<file path="src/rtl/switch_allocator_pkg.sv">
`default_nettype none
// ============================================================================
// Module      : interact (package)
// Description : Shared router/crossbar types: arity, port index, grant matrix
//               and output lock state encoding.
// Revision    : 1.0 - initial release
// ============================================================================
package interact;

    localparam int ARITY    = 5;
    localparam int c_PORT_W = $clog2(ARITY);

    typedef logic [c_PORT_W-1:0]         port_idx_t;
    // [i][o] = 1 connects crossbar input i to output o
    typedef logic [ARITY-1:0][ARITY-1:0] switch_sel_t;

    typedef logic [0:0] lock_state_t;
    localparam lock_state_t c_LOCK_IDLE = 1'b0;
    localparam lock_state_t c_LOCK_HELD = 1'b1;

endpackage
`default_nettype wire

</file>
<file path="src/rtl/switch_allocator_rr_arb.sv">
`default_nettype none
// ============================================================================
// Module      : rr_arb
// Description : ARITY-way round-robin arbiter; scans upward from i_ptr with
//               wrap-around and returns the first requester as one-hot + index.
// Revision    : 1.0 - initial release
// ============================================================================
module rr_arb
    import interact::*;
#(
    parameter int ARITY = interact::ARITY
) (
    input  logic [ARITY-1:0] i_req,
    input  port_idx_t        i_ptr,
    output logic [ARITY-1:0] o_gnt,
    output port_idx_t        o_gnt_idx,
    output logic             o_any
);

    int        w_sum;
    port_idx_t w_idx;

    always_comb begin
        o_gnt     = '0;
        o_gnt_idx = '0;
        o_any     = 1'b0;
        w_sum     = 0;
        w_idx     = '0;
        for (int k = 0; k < ARITY; k++) begin
            w_sum = int'(i_ptr) + k;
            if (w_sum >= ARITY) begin
                w_sum = w_sum - ARITY;
            end
            w_idx = port_idx_t'(w_sum);
            if (!o_any && i_req[w_idx]) begin
                o_any        = 1'b1;
                o_gnt[w_idx] = 1'b1;
                o_gnt_idx    = w_idx;
            end
        end
    end

endmodule
`default_nettype wire

</file>
<file path="src/rtl/switch_allocator.sv">
`default_nettype none
// ============================================================================
// Module      : switch_allocator
// Description : Per-output wormhole switch allocator with round-robin input
//               selection; drives a registered crossbar grant matrix.
// Revision    : 1.0 - initial release
// ============================================================================
module switch_allocator
    import interact::*;
#(
    parameter int ARITY = interact::ARITY
) (
    input  logic                  clk,
    input  logic                  preset,
    input  logic [ARITY-1:0]      req_valid,
    input  port_idx_t [ARITY-1:0] req_port,
    input  logic [ARITY-1:0]      req_tail,
    input  logic [ARITY-1:0]      flit_fire,
    output switch_sel_t           switch_sel,
    output logic [ARITY-1:0]      grant,
    output logic [ARITY-1:0]      out_busy,
    output logic                  err_bad_port
);

    localparam logic [c_PORT_W:0] c_ARITY_EXT = (c_PORT_W + 1)'(ARITY);

    logic [ARITY-1:0] w_col [ARITY];
    logic [ARITY-1:0] w_bad;
    logic             r_err;

    generate
        for (genvar gi = 0; gi < ARITY; gi++) begin : g_in
            assign w_bad[gi] = req_valid[gi] && ({1'b0, req_port[gi]} >= c_ARITY_EXT);
            assign grant[gi] = |switch_sel[gi];
            for (genvar go = 0; go < ARITY; go++) begin : g_cell
                assign switch_sel[gi][go] = w_col[go][gi];
            end
        end

        for (genvar go = 0; go < ARITY; go++) begin : g_out
            lock_state_t      r_state;
            lock_state_t      w_state_nxt;
            port_idx_t        r_owner;
            port_idx_t        w_owner_nxt;
            port_idx_t        r_rr;
            port_idx_t        w_rr_nxt;
            logic [ARITY-1:0] r_col;
            logic [ARITY-1:0] w_col_nxt;
            logic [ARITY-1:0] w_req;
            logic [ARITY-1:0] w_gnt;
            port_idx_t        w_gnt_idx;
            logic             w_any;

            // Inputs already holding an output are not eligible elsewhere
            for (genvar gi = 0; gi < ARITY; gi++) begin : g_req
                assign w_req[gi] = req_valid[gi] && (req_port[gi] == port_idx_t'(go))
                                   && !grant[gi];
            end

            rr_arb #(
                .ARITY (ARITY)
            ) u_arb (
                .i_req     (w_req),
                .i_ptr     (r_rr),
                .o_gnt     (w_gnt),
                .o_gnt_idx (w_gnt_idx),
                .o_any     (w_any)
            );

            always_comb begin
                w_state_nxt = r_state;
                w_owner_nxt = r_owner;
                w_rr_nxt    = r_rr;
                w_col_nxt   = r_col;
                case (r_state)
                    c_LOCK_IDLE: begin
                        if (w_any) begin
                            w_state_nxt = c_LOCK_HELD;
                            w_owner_nxt = w_gnt_idx;
                            w_col_nxt   = w_gnt;
                            w_rr_nxt    = (w_gnt_idx == port_idx_t'(ARITY - 1)) ? '0
                                                                                : w_gnt_idx + 1'b1;
                        end
                    end
                    c_LOCK_HELD: begin
                        if (flit_fire[r_owner] && req_tail[r_owner]) begin
                            w_state_nxt = c_LOCK_IDLE;
                            w_col_nxt   = '0;
                        end
                    end
                    default: begin
                        w_state_nxt = c_LOCK_IDLE;
                        w_col_nxt   = '0;
                    end
                endcase
            end

            always_ff @(posedge clk) begin
                if (preset) begin
                    r_state <= c_LOCK_IDLE;
                    r_owner <= '0;
                    r_rr    <= '0;
                    r_col   <= '0;
                end else begin
                    r_state <= w_state_nxt;
                    r_owner <= w_owner_nxt;
                    r_rr    <= w_rr_nxt;
                    r_col   <= w_col_nxt;
                end
            end

            assign w_col[go]    = r_col;
            assign out_busy[go] = |r_col;
        end
    endgenerate

    always_ff @(posedge clk) begin
        if (preset) begin
            r_err <= 1'b0;
        end else if (|w_bad) begin
            r_err <= 1'b1;
        end
    end

    assign err_bad_port = r_err;

endmodule
`default_nettype wire

</file>
<file path="config.mk">
export PLATFORM = sky130hd
export DESIGN_NAME = switch_allocator
export DESIGN_NICKNAME = d
export VERILOG_FILES = /design/src/rtl/switch_allocator_pkg.sv /design/src/rtl/switch_allocator_rr_arb.sv /design/src/rtl/switch_allocator.sv
export SDC_FILE = /design/constraint.sdc
export NUM_CORES = 1
export LEC_CHECK = 0
export BUFFER_PORTS_ARGS = -buffer_cell sky130_fd_sc_hd__buf_4
export CELL_PAD_IN_SITES_DETAIL_PLACEMENT = 1
export CELL_PAD_IN_SITES_GLOBAL_PLACEMENT = 1
export CORE_ASPECT_RATIO = 0.8
export CORE_MARGIN = 4
export CORE_UTILIZATION = 42
export DETAILED_ROUTE_END_ITERATION = 10
export GPL_TIMING_DRIVEN = 0
export HOLD_SLACK_MARGIN = 0.15
export PLACE_DENSITY_LB_ADDON = 0.08
export SLEW_MARGIN = 20
export SYNTH_ARGS = -nofsm -noshare
export SYNTH_HDL_FRONTEND = slang
export SYNTH_SLANG_ARGS = --single-unit
</file>
<file path="constraint.sdc">
create_clock -name clk -period 4.1 [get_ports clk]
set_clock_uncertainty 0.1 [all_clocks]
set_input_delay 0.41 -clock clk [delete_from_list [all_inputs] [get_ports clk]]
set_output_delay 0.41 -clock clk [all_outputs]
set_load 0.005 [all_outputs]
</file>
==> results_dict.tcl, run 1 <==
set metrics [dict create \
    status "finished, violations left" \
    violations "setup timing" \
    dp_hpwl_mm 31.2 \
    antenna_found_initial 1 \
    nFillCells 2793 \
    vias 12200 \
    worst_setup_path_start_kind "flip-flop" \
    grt_max_degree 13 \
    grt_pass1_wl_mm 65.2 \
    synth_seq_cells 61 \
    grt_pass1_vias 11500 \
    worstPathRequired_ns 4.23 \
    start_util_pct 42.6 \
    layout_commonest_cell "buf_4" \
    finalCritPeriodShare_pct 108 \
    worstMarginPinSlew_ns 1.05 \
    finalSetupTns_ns -0.936 \
    drv_slew 0 \
    hold_class "flip-flop to flip-flop" \
    setup_ws_ns -0.335 \
    ctsHoldBuffers 0 \
    postRouteAntennaNets 0 \
    numCtsBuffers 9 \
    cts_max_level 3 \
    max-cap-violations 0 \
    cts_tree "yes" \
    total_leakage_power_nw 4.92 \
    place_ws_ns -1.15 \
    gp_congestion 0.947 \
    powerDensity_nw_per_um2 845 \
    synthArstFlopShare_pct 0 \
    syn_nets 1440 \
    drtIter0Drc 1248 \
    clock_tree.root_cell "clkbuf_16" \
    timing.slew.headroom_pct 29.6 \
    cts.clk_slew.worst_paths_ns 0.06 \
    grt_usage_pct 32.2 \
    wirelength_mm 44.3 \
    ys.warnings.count 0 \
    insertion_delay_ns 0.35 \
    io_buffer_count 64 \
    cts_sinks 61 \
    synthDistinctLibCells 102 \
    path_class "flip-flop to flip-flop" \
    critPathCaptureType "flip-flop" \
    synth-edff-count 0 \
    fin_util_pct 57.7 \
    grt_overflow 0 \
    cts_buffer_depth 2 \
    wl_per_cell_um 24.1 \
    fin_crit_ns 4.44 \
    drive_gt1_share_pct 33.2 \
    rows 49 \
    worstPathArrival_ns 4.57 \
    fin_nets 1617 \
    vdd_drop_max_mv 0.422 \
    synth_ff_type "dfxtp_1" \
    setup_viol 6 \
    synthToLayoutAreaGrowth_pct 35.2 \
    synth_area_um2 9570 \
    antenna_cells 0 \
    rsz0062_at_grt "yes" \
    die_area_um2 25300 \
    max_freq_mhz 225 \
    pin_count 68 \
    die_h_um 143 \
    core_area_um2 22400 \
    crit_fanout 5 \
    synth-seq-area-share_pct 12.8 \
    drc 0 \
    most-common-layout-cells "buf_4, nand2_1, nor2_1, a21oi_1, inv_1" \
    final-hold-violation-count 0 \
    dieWidth_um 177 \
    drt_first_pass_iters 5 \
    synth.avg_cell_area_um2 7.08 \
    synth_cells 1352 \
    routed_via_density 6.63 \
]
==> metrics by stage <==
step / cells / power [mW] / hold WS (ns) / cell area (um^2)
after floorplan: 1352 / 5.81 / 0.346 / 9630
after global placement: 1722 / 7.58 / 0.357 / 10500
after detailed placement: 1724 / 7.74 / 0.373 / 10500
after CTS: 1787 / 9.75 / 0.384 / 12000
after global routing: 1840 / 11.6 / 0.418 / 12900
final: 1840 / 10.9 / 0.391 / 12900
==> path summary, 6_finish.rpt <==
path,to,start,slack (ns),cells after the start
setup / recovery,g_out[0].r_rr[2],g_out[0].r_rr[0],-0.34,17
hold / removal,g_out[0].r_owner[2],g_out[0].r_owner[2],0.39,2
setup reg to reg,g_out[0].r_rr[2],g_out[0].r_rr[0],-0.34,17
hold reg to reg,g_out[0].r_owner[2],g_out[0].r_owner[2],0.39,2
==> area by class of cell <==
type,count,area (um^2),share of cell area (%)
Buffer,51,330,2.55
Clock buffer,9,225,1.74
Timing Repair Buffer,180,1360,10.5
Clock inverter,7,97.6,0.754
Sequential cell,61,1260,9.72
Inverter,64,289,2.23
Tap cell,306,383,2.96
Multi-Input combinational cell,1162,9000,69.5
==> routing by layer <==
metal  vias up  track usage, %  wire (um)
li1       5495               -          -
met1      6080            46.3      20100
met2       521            49.9      19900
met3       101            4.92       3220
met4         0            10.1       1170
met5         -               0          0
==> synth_stat cells, types with 10 or more instances <==
cell / instances / area (um^2)
nor3b_1: 10 / 75.1
o21a_1: 10 / 75.1
ha_1: 51 / 638
nand3b_1: 12 / 90.1
mux2i_1: 42 / 420
a211oi_1: 27 / 203
buf_2: 13 / 65.1
nand4_1: 22 / 138
or2_2: 19 / 119
a21o_1: 13 / 97.6
o21ai_0: 57 / 285
or3_1: 21 / 131
clkbuf_1: 45 / 169
nor2b_1: 24 / 150
nor3_1: 60 / 300
xnor2_1: 18 / 158
and3_1: 20 / 125
a21oi_1: 110 / 551
nor4_1: 19 / 119
nand2_1: 124 / 465
a31oi_1: 14 / 87.6
mux2_2: 13 / 146
o31ai_1: 14 / 105
o211ai_1: 11 / 82.6
nor2_1: 122 / 458
dfxtp_1: 61 / 1220
nand3_1: 41 / 205
or4_1: 11 / 82.6
inv_1: 61 / 229
a22oi_1: 13 / 97.6
nand2b_1: 41 / 257
o22ai_1: 16 / 100
and2_1: 16 / 100
nor4b_1: 14 / 123
==> flip-flops by register name, summed over array words and instances (netlist names) <==
| register | flops |
|---|---|
| err_bad_port | 1 |
| g_out.r_col | 25 |
| g_out.r_owner | 15 |
| g_out.r_rr | 15 |
| g_out.r_state | 5 |
==> power by group <==
group | switching, mW | leakage [nW] | internal (mW) | total, mW
Sequential | 0.313 | 0.508 | 0.797 | 1.11
Combinational | 5.24 | 4.26 | 3.72 | 8.96
Clock | 0.327 | 0.152 | 0.535 | 0.862
Total | 5.88 | 4.92 | 5.05 | 10.9
==> kinds of logic (layout without fill, tap and decap cells) <==
logic type,count (synthesis),count (layout),share of synthesized area [%]
flip-flops,61,61,12.8
buffers and inverters,129,311,5.58
multiplexers,64,64,8.04
adder cells (fa/ha/maj),56,56,7.72
AO/OA/AOI/OAI,412,412,29.9
AND/OR/NAND/NOR,612,612,34.4
XOR/XNOR,18,18,1.65
==> critical path: stages (launching register included) <==
cell and delay (ns):
dfxtp_4 0.35, buf_8 0.12, inv_8 0.06, ha_4 0.12, inv_2 0.03, fa_2 0.41, or3_4 0.37, and2_4 0.19
mux2i_4 0.19, o21bai_4 0.07, or4_4 0.54, buf_4 0.17, nor3_4 0.24, buf_4 0.16, a21oi_2 0.07, ha_2 0.24
or4_4 0.52, a311oi_4 0.35
==> timing repair <==
action                                  CTS  global route
endpoints found under the setup margin   58            51
gates resized for setup                 183           126
setup buffers                            52            62
pin swaps                                35            50
No activity file was read; power rests on OpenSTA's default activity.
==> inputs of run 2 (changes only) <==
- CORE_UTILIZATION: 42 -> 40
==> run 2 against run 1 <==
Effect of this change: the run still ends with setup timing left; global-route usage down 1.9 points; wire length down 0.52%; setup slack better by 0.044 ns; sequential cell count unchanged; combinational power up 2.5%; sequential power about the same; critical path type unchanged; critical endpoint unchanged; highest routed layer unchanged.
==> results_dict.tcl, run 2 (synthesis results as in run 1) <==
set metrics [dict create \
    dp_hpwl_mm 31.3 \
    cp_slowest_cell "or4_4" \
    crit-reg2reg-capture "g_out[0].r_rr[2]" \
    worstMarginPinSlew_ns 0.826 \
    die_h_um 146 \
    most-common-layout-cells "buf_4, nand2_1, nor2_1, a21oi_1, inv_1" \
    drt_first_pass_iters 5 \
    reg.largest.list "g_out.r_col: 25 flops, g_out.r_owner: 15 flops, g_out.r_rr: 15 flops" \
    cts.clk_slew.worst_paths_ns 0.05 \
    fin_crit_ns 4.39 \
    worstPathRequired_ns 4.23 \
    vias 12100 \
    postRouteAntennaNets 0 \
    cts_max_level 3 \
    setup.worst_path.end "g_out[0].r_rr[2]" \
    startpoint "g_out[0].r_rr[1]" \
    grt_max_degree 13 \
    cpPeakStageDelay_ns 0.56 \
    fin_nets 1612 \
    setup_ws_ns -0.291 \
    largest_register_ffs 25 \
    cts_buffer_depth 2 \
    timing.slew.headroom_pct 44.2 \
    ff2ff_path_depth 16 \
    cp_top_family "simple AND/OR/NAND/NOR gates" \
    total_leakage_power_nw 4.91 \
    instances_no_fill 1841 \
    finalCritPeriodShare_pct 107 \
    drc 0 \
    drive_gt1_share_pct 32.8 \
    rsz0062_at_grt "yes" \
    violations "setup timing" \
    clock_tree.root_cell "clkbuf_16" \
    grt_pass1_vias 11500 \
    crit_path_cell_trace "buf_4 -> ha_4 -> inv_2 -> fa_2 -> or3_4 -> and2_4 -> mux2i_4 -> o21bai_4 -> or4_4 -> nor3_4 -> nor3_2 -> a21oi_2 -> inv_1 -> ha_2 -> or4_4 -> a311oi_2" \
    io_buffer_count 64 \
    start_util_pct 40.8 \
    gp_congestion 0.930 \
    r2r_slack_ns -0.29 \
    powerDensity_nw_per_um2 852 \
    worstPathArrival_ns 4.52 \
    r2r_start "g_out[0].r_rr[1]" \
    synthToLayoutAreaGrowth_pct 35.8 \
    layout_commonest_cell "buf_4" \
    core_area_um2 23500 \
    numCtsBuffers 9 \
    hold_class "flip-flop to flip-flop" \
    insertion_delay_ns 0.34 \
    wirelength_mm 44.1 \
    critPathCaptureType "flip-flop" \
    setup_viol 2 \
    fin_util_pct 55.4 \
    crit_cells 16 \
    wl_per_cell_um 23.9 \
    status "finished, violations left" \
    path_class "flip-flop to flip-flop" \
    nFillCells 2906 \
    antenna_found_initial 0 \
    routed_via_density 6.55 \
    dieWidth_um 181 \
    drtIter0Drc 1016 \
    grt_usage_pct 30.3 \
    crit_fanout 5 \
    final-hold-violation-count 0 \
    drv_slew 0 \
    cpMostUsedCell "or4_4" \
    pin_count 68 \
    antenna_cells 0 \
    cts_tree "yes" \
    rows 50 \
    top_register "g_out.r_col" \
    cts_sinks 61 \
    worst_setup_path_start_kind "flip-flop" \
    max_freq_mhz 228 \
    die_area_um2 26500 \
    critical_path_buf_inv_count 3 \
    max-cap-violations 0 \
    placed_cells 1729 \
    grt_pass1_wl_mm 65.6 \
    vdd_drop_max_mv 0.302 \
    grt_overflow 0 \
]
-- run 2: worst min path at each step --
stage,from,end,depth (start not counted)
4_1_cts,g_out[0].r_owner[2],g_out[0].r_owner[2],2
3_3_place_gp,g_out[0].r_owner[2],g_out[0].r_owner[2],2
6_report,g_out[0].r_owner[2],g_out[0].r_owner[2],2
5_1_grt,g_out[0].r_owner[2],g_out[0].r_owner[2],2
2_1_floorplan,g_out[0].r_owner[2],g_out[0].r_owner[2],2
3_5_place_dp,g_out[0].r_owner[2],g_out[0].r_owner[2],2
-- run 2: cell type report --
cell class	instances	area (um^2)	area share, %
multi-input cells	1162	9100	70.1
repair buffers	174	1320	10.2
flip-flops and latches	61	1250	9.65
well taps	312	390	3.00
plain buffers	52	334	2.57
inverters	64	293	2.25
clock buffers	12	246	1.90
clock inverters	4	47.5	0.366
-- run 2: per-stage QoR --
step	hold slack, ns	power [mW]	worst slack, ns	instance area (um^2)	setup TNS (ns)
2_1_floorplan	0.346	5.81	-0.121	9630	-0.121
3_3_place_gp	0.358	7.59	-1.14	10500	-30.17
3_5_place_dp	0.370	7.74	-1.04	10500	-29.77
4_1_cts	0.375	9.62	-0.202	12000	-0.412
5_1_grt	0.387	11.8	-0.446	13000	-1.44
6_report	0.373	11.1	-0.291	13000	-0.530
-- run 2: power breakdown --
group	internal (mW)	switching [mW]
clock network	0.485	0.291
logic	3.86	5.31
registers	0.796	0.316
total	5.14	5.92
-- run 2: layer usage --
layer	vias to the layer above	global-route usage [%]	wire length [um]
met5	-	0	0
met4	0	6.69	1000
met3	87	5.40	2970
met2	447	48.9	20300
met1	6035	42.5	19800
li1	5486	-	-
-- run 2: tightest hold or removal path, stage by stage (launching register included) --
cell,delay [ns]
dfxtp_1,0.32
nand2_1,0.06
a21oi_1,0.05
-- run 2: timing repair --
item	in CTS	in global routing
resized for setup	181	141
setup endpoints to repair	58	52
hold buffers	0	0
setup buffers	53	56
pin swaps	34	36
==> inputs of run 3 (changes only) <==
--- a/config.mk
+++ b/config.mk
@@ -10,3 +10,3 @@
 export CELL_PAD_IN_SITES_GLOBAL_PLACEMENT = 1
-export CORE_ASPECT_RATIO = 0.8
+export CORE_ASPECT_RATIO = 1.25
 export CORE_MARGIN = 4
@@ -16,2 +16,3 @@
 export HOLD_SLACK_MARGIN = 0.15
+export MAX_ROUTING_LAYER = met4
 export PLACE_DENSITY_LB_ADDON = 0.08
==> constraint.sdc (replaced) <==
create_clock -name clk -period 4.1 [get_ports clk]
set_clock_uncertainty 0.1 [all_clocks]
set_input_delay 0.615 -clock clk [delete_from_list [all_inputs] [get_ports clk]]
set_output_delay 0.615 -clock clk [all_outputs]
set_load 0.005 [all_outputs]
==> run 3 against run 2 <==
Effect of this change: via count fell by 0.64%; wire length fell by 1.3%; utilization fell by 1.2 points; the run still ends with setup timing left; clock power rose by 12%; largest power group unchanged; setup slack improved by 0.035 ns; worst hold slack improved by 0.016 ns; total power fell by 2.8%; global-route usage rose by 1.3 points; non-clock buffer count fell by 14.
==> results_dict.tcl, run 3 (synthesis results as in run 1) <==
set metrics [dict create \
    top_register "g_out.r_col" \
    insertion_delay_ns 0.34 \
    rsz0062_at_grt "yes" \
    grt_overflow 0 \
    vdd_drop_max_mv 0.319 \
    worst_setup_path_start_kind "flip-flop" \
    nFillCells 2953 \
    path_class "flip-flop to flip-flop" \
    status "finished, violations left" \
    cts_tree "yes" \
    total_leakage_power_nw 4.86 \
    io_buffer_count 64 \
    wl_per_cell_um 24.1 \
    critPathCaptureType "flip-flop" \
    worstMarginPinSlew_ns 0.886 \
    drv_slew 0 \
    start_util_pct 40.5 \
    finalCritPeriodShare_pct 106 \
    drtIter0Drc 623 \
    dp_hpwl_mm 31.4 \
    antenna_found_initial 1 \
    synthToLayoutAreaGrowth_pct 33.8 \
    finalSetupTns_ns -0.256 \
    drive_gt1_share_pct 31.7 \
    drt_first_pass_iters 7 \
    drc 0 \
    cts_sinks 61 \
    worstPathRequired_ns 4.24 \
    wirelength_mm 43.5 \
    fin_crit_ns 4.36 \
    vias 12000 \
    setup_viol 1 \
    timing.slew.headroom_pct 40.9 \
    final-hold-violation-count 0 \
    most-common-layout-cells "buf_4, nand2_1, nor2_1, a21oi_1, inv_1" \
    pin_count 68 \
    max_freq_mhz 230 \
    cts_buffer_depth 2 \
    postRouteAntennaNets 0 \
    whs_ns 0.389 \
    cts.clk_slew.worst_paths_ns 0.06 \
    routed_via_density 6.63 \
    setup_ws_ns -0.256 \
    fin_nets 1598 \
    rows 63 \
    dieWidth_um 146 \
    powerDensity_nw_per_um2 840 \
    die_area_um2 26500 \
    grt_pass1_vias 12000 \
    place_ws_ns -1.12 \
    violations "setup timing" \
    hold_class "flip-flop to flip-flop" \
    layout_commonest_cell "buf_4" \
    core_area_um2 23600 \
    numCtsBuffers 9 \
    die_h_um 181 \
    largest_register_ffs 25 \
    cts_max_level 3 \
    grt_max_degree 13 \
    clock_tree.root_cell "clkbuf_16" \
    worstPathArrival_ns 4.50 \
    grt_pass1_wl_mm 66.3 \
    max-cap-violations 0 \
    reg.largest.list "g_out.r_col: 25 flops, g_out.r_owner: 15 flops, g_out.r_rr: 15 flops" \
    gp_congestion 0.934 \
    crit_fanout 7 \
    grt_usage_pct 31.6 \
]
-- run 3: routing by layer --
| layer | vias up | share of wire [%] | routed length [um] | track usage (%) |
|---|---|---|---|---|
| met1 | 5949 | 41 | 18000 | 37.7 |
| met2 | 429 | 50 | 21600 | 55.2 |
| li1 | 5462 | - | - | - |
| met3 | 138 | 4.7 | 2040 | 2.91 |
| met4 | 0 | 4.3 | 1850 | 12.0 |
| met5 | - | 0 | 0 | - |
-- run 3: area by class of cell --
| type | instances | area [um^2] | share of cell area, % |
|---|---|---|---|
| Timing Repair Buffer | 159 | 1210 | 9.45 |
| Buffer | 53 | 343 | 2.68 |
| Antenna cell | 1 | 2.50 | 0.0195 |
| Multi-Input combinational cell | 1162 | 9020 | 70.4 |
| Clock inverter | 5 | 82.6 | 0.645 |
| Inverter | 64 | 288 | 2.25 |
| Tap cell | 292 | 365 | 2.85 |
| Clock buffer | 11 | 243 | 1.90 |
| Sequential cell | 61 | 1250 | 9.80 |
-- run 3: report_power, final --
group          internal (mW)  switching, mW
Combinational           3.64           5.13
Sequential             0.796          0.316
Clock                  0.552          0.322
-- run 3: worst paths after layout --
kind,from,to,slack (ns),cells past startpoint
worst min-delay path,g_out[0].r_owner[2],g_out[0].r_owner[2],0.39,2
worst min register to register,g_out[0].r_owner[2],g_out[0].r_owner[2],0.39,2
worst max register to register,g_out[0].r_rr[1],g_out[0].r_rr[2],-0.26,13
worst max-delay path,g_out[0].r_rr[1],g_out[0].r_rr[2],-0.26,13
-- run 3: timing repair --
item                       CTS  global route
gates resized for setup    196           105
setup buffers               61            32
setup endpoints to repair   58            47
pin swaps                   38            30
hold buffers                 0             0
-- run 3: per-stage QoR --
stage / utilization, % / total power, mW / cell area (um^2) / instances
4_1_cts: 51.5 / 9.90 / 12200 / 1780
3_3_place_gp: 44.3 / 7.66 / 10500 / 1708
6_report: 54.1 / 10.8 / 12800 / 1808
5_1_grt: 54.1 / 11.5 / 12800 / 1808
2_1_floorplan: - / 5.81 / 9630 / 1352
3_5_place_dp: 44.4 / 7.79 / 10500 / 1710
-- run 3: critical path: stages (launching register included) --
cell        delay [ns]
dfxtp_4           0.40
clkinvlp_4        0.22
ha_4              0.25
a221oi_4          0.30
mux2i_2           0.32
or3_1             0.16
a21oi_2           0.09
o21a_4            0.24
or4_4             0.57
or3_4             0.39
a41o_1            0.23
ha_2              0.18
or4_4             0.51
a311oi_2          0.29
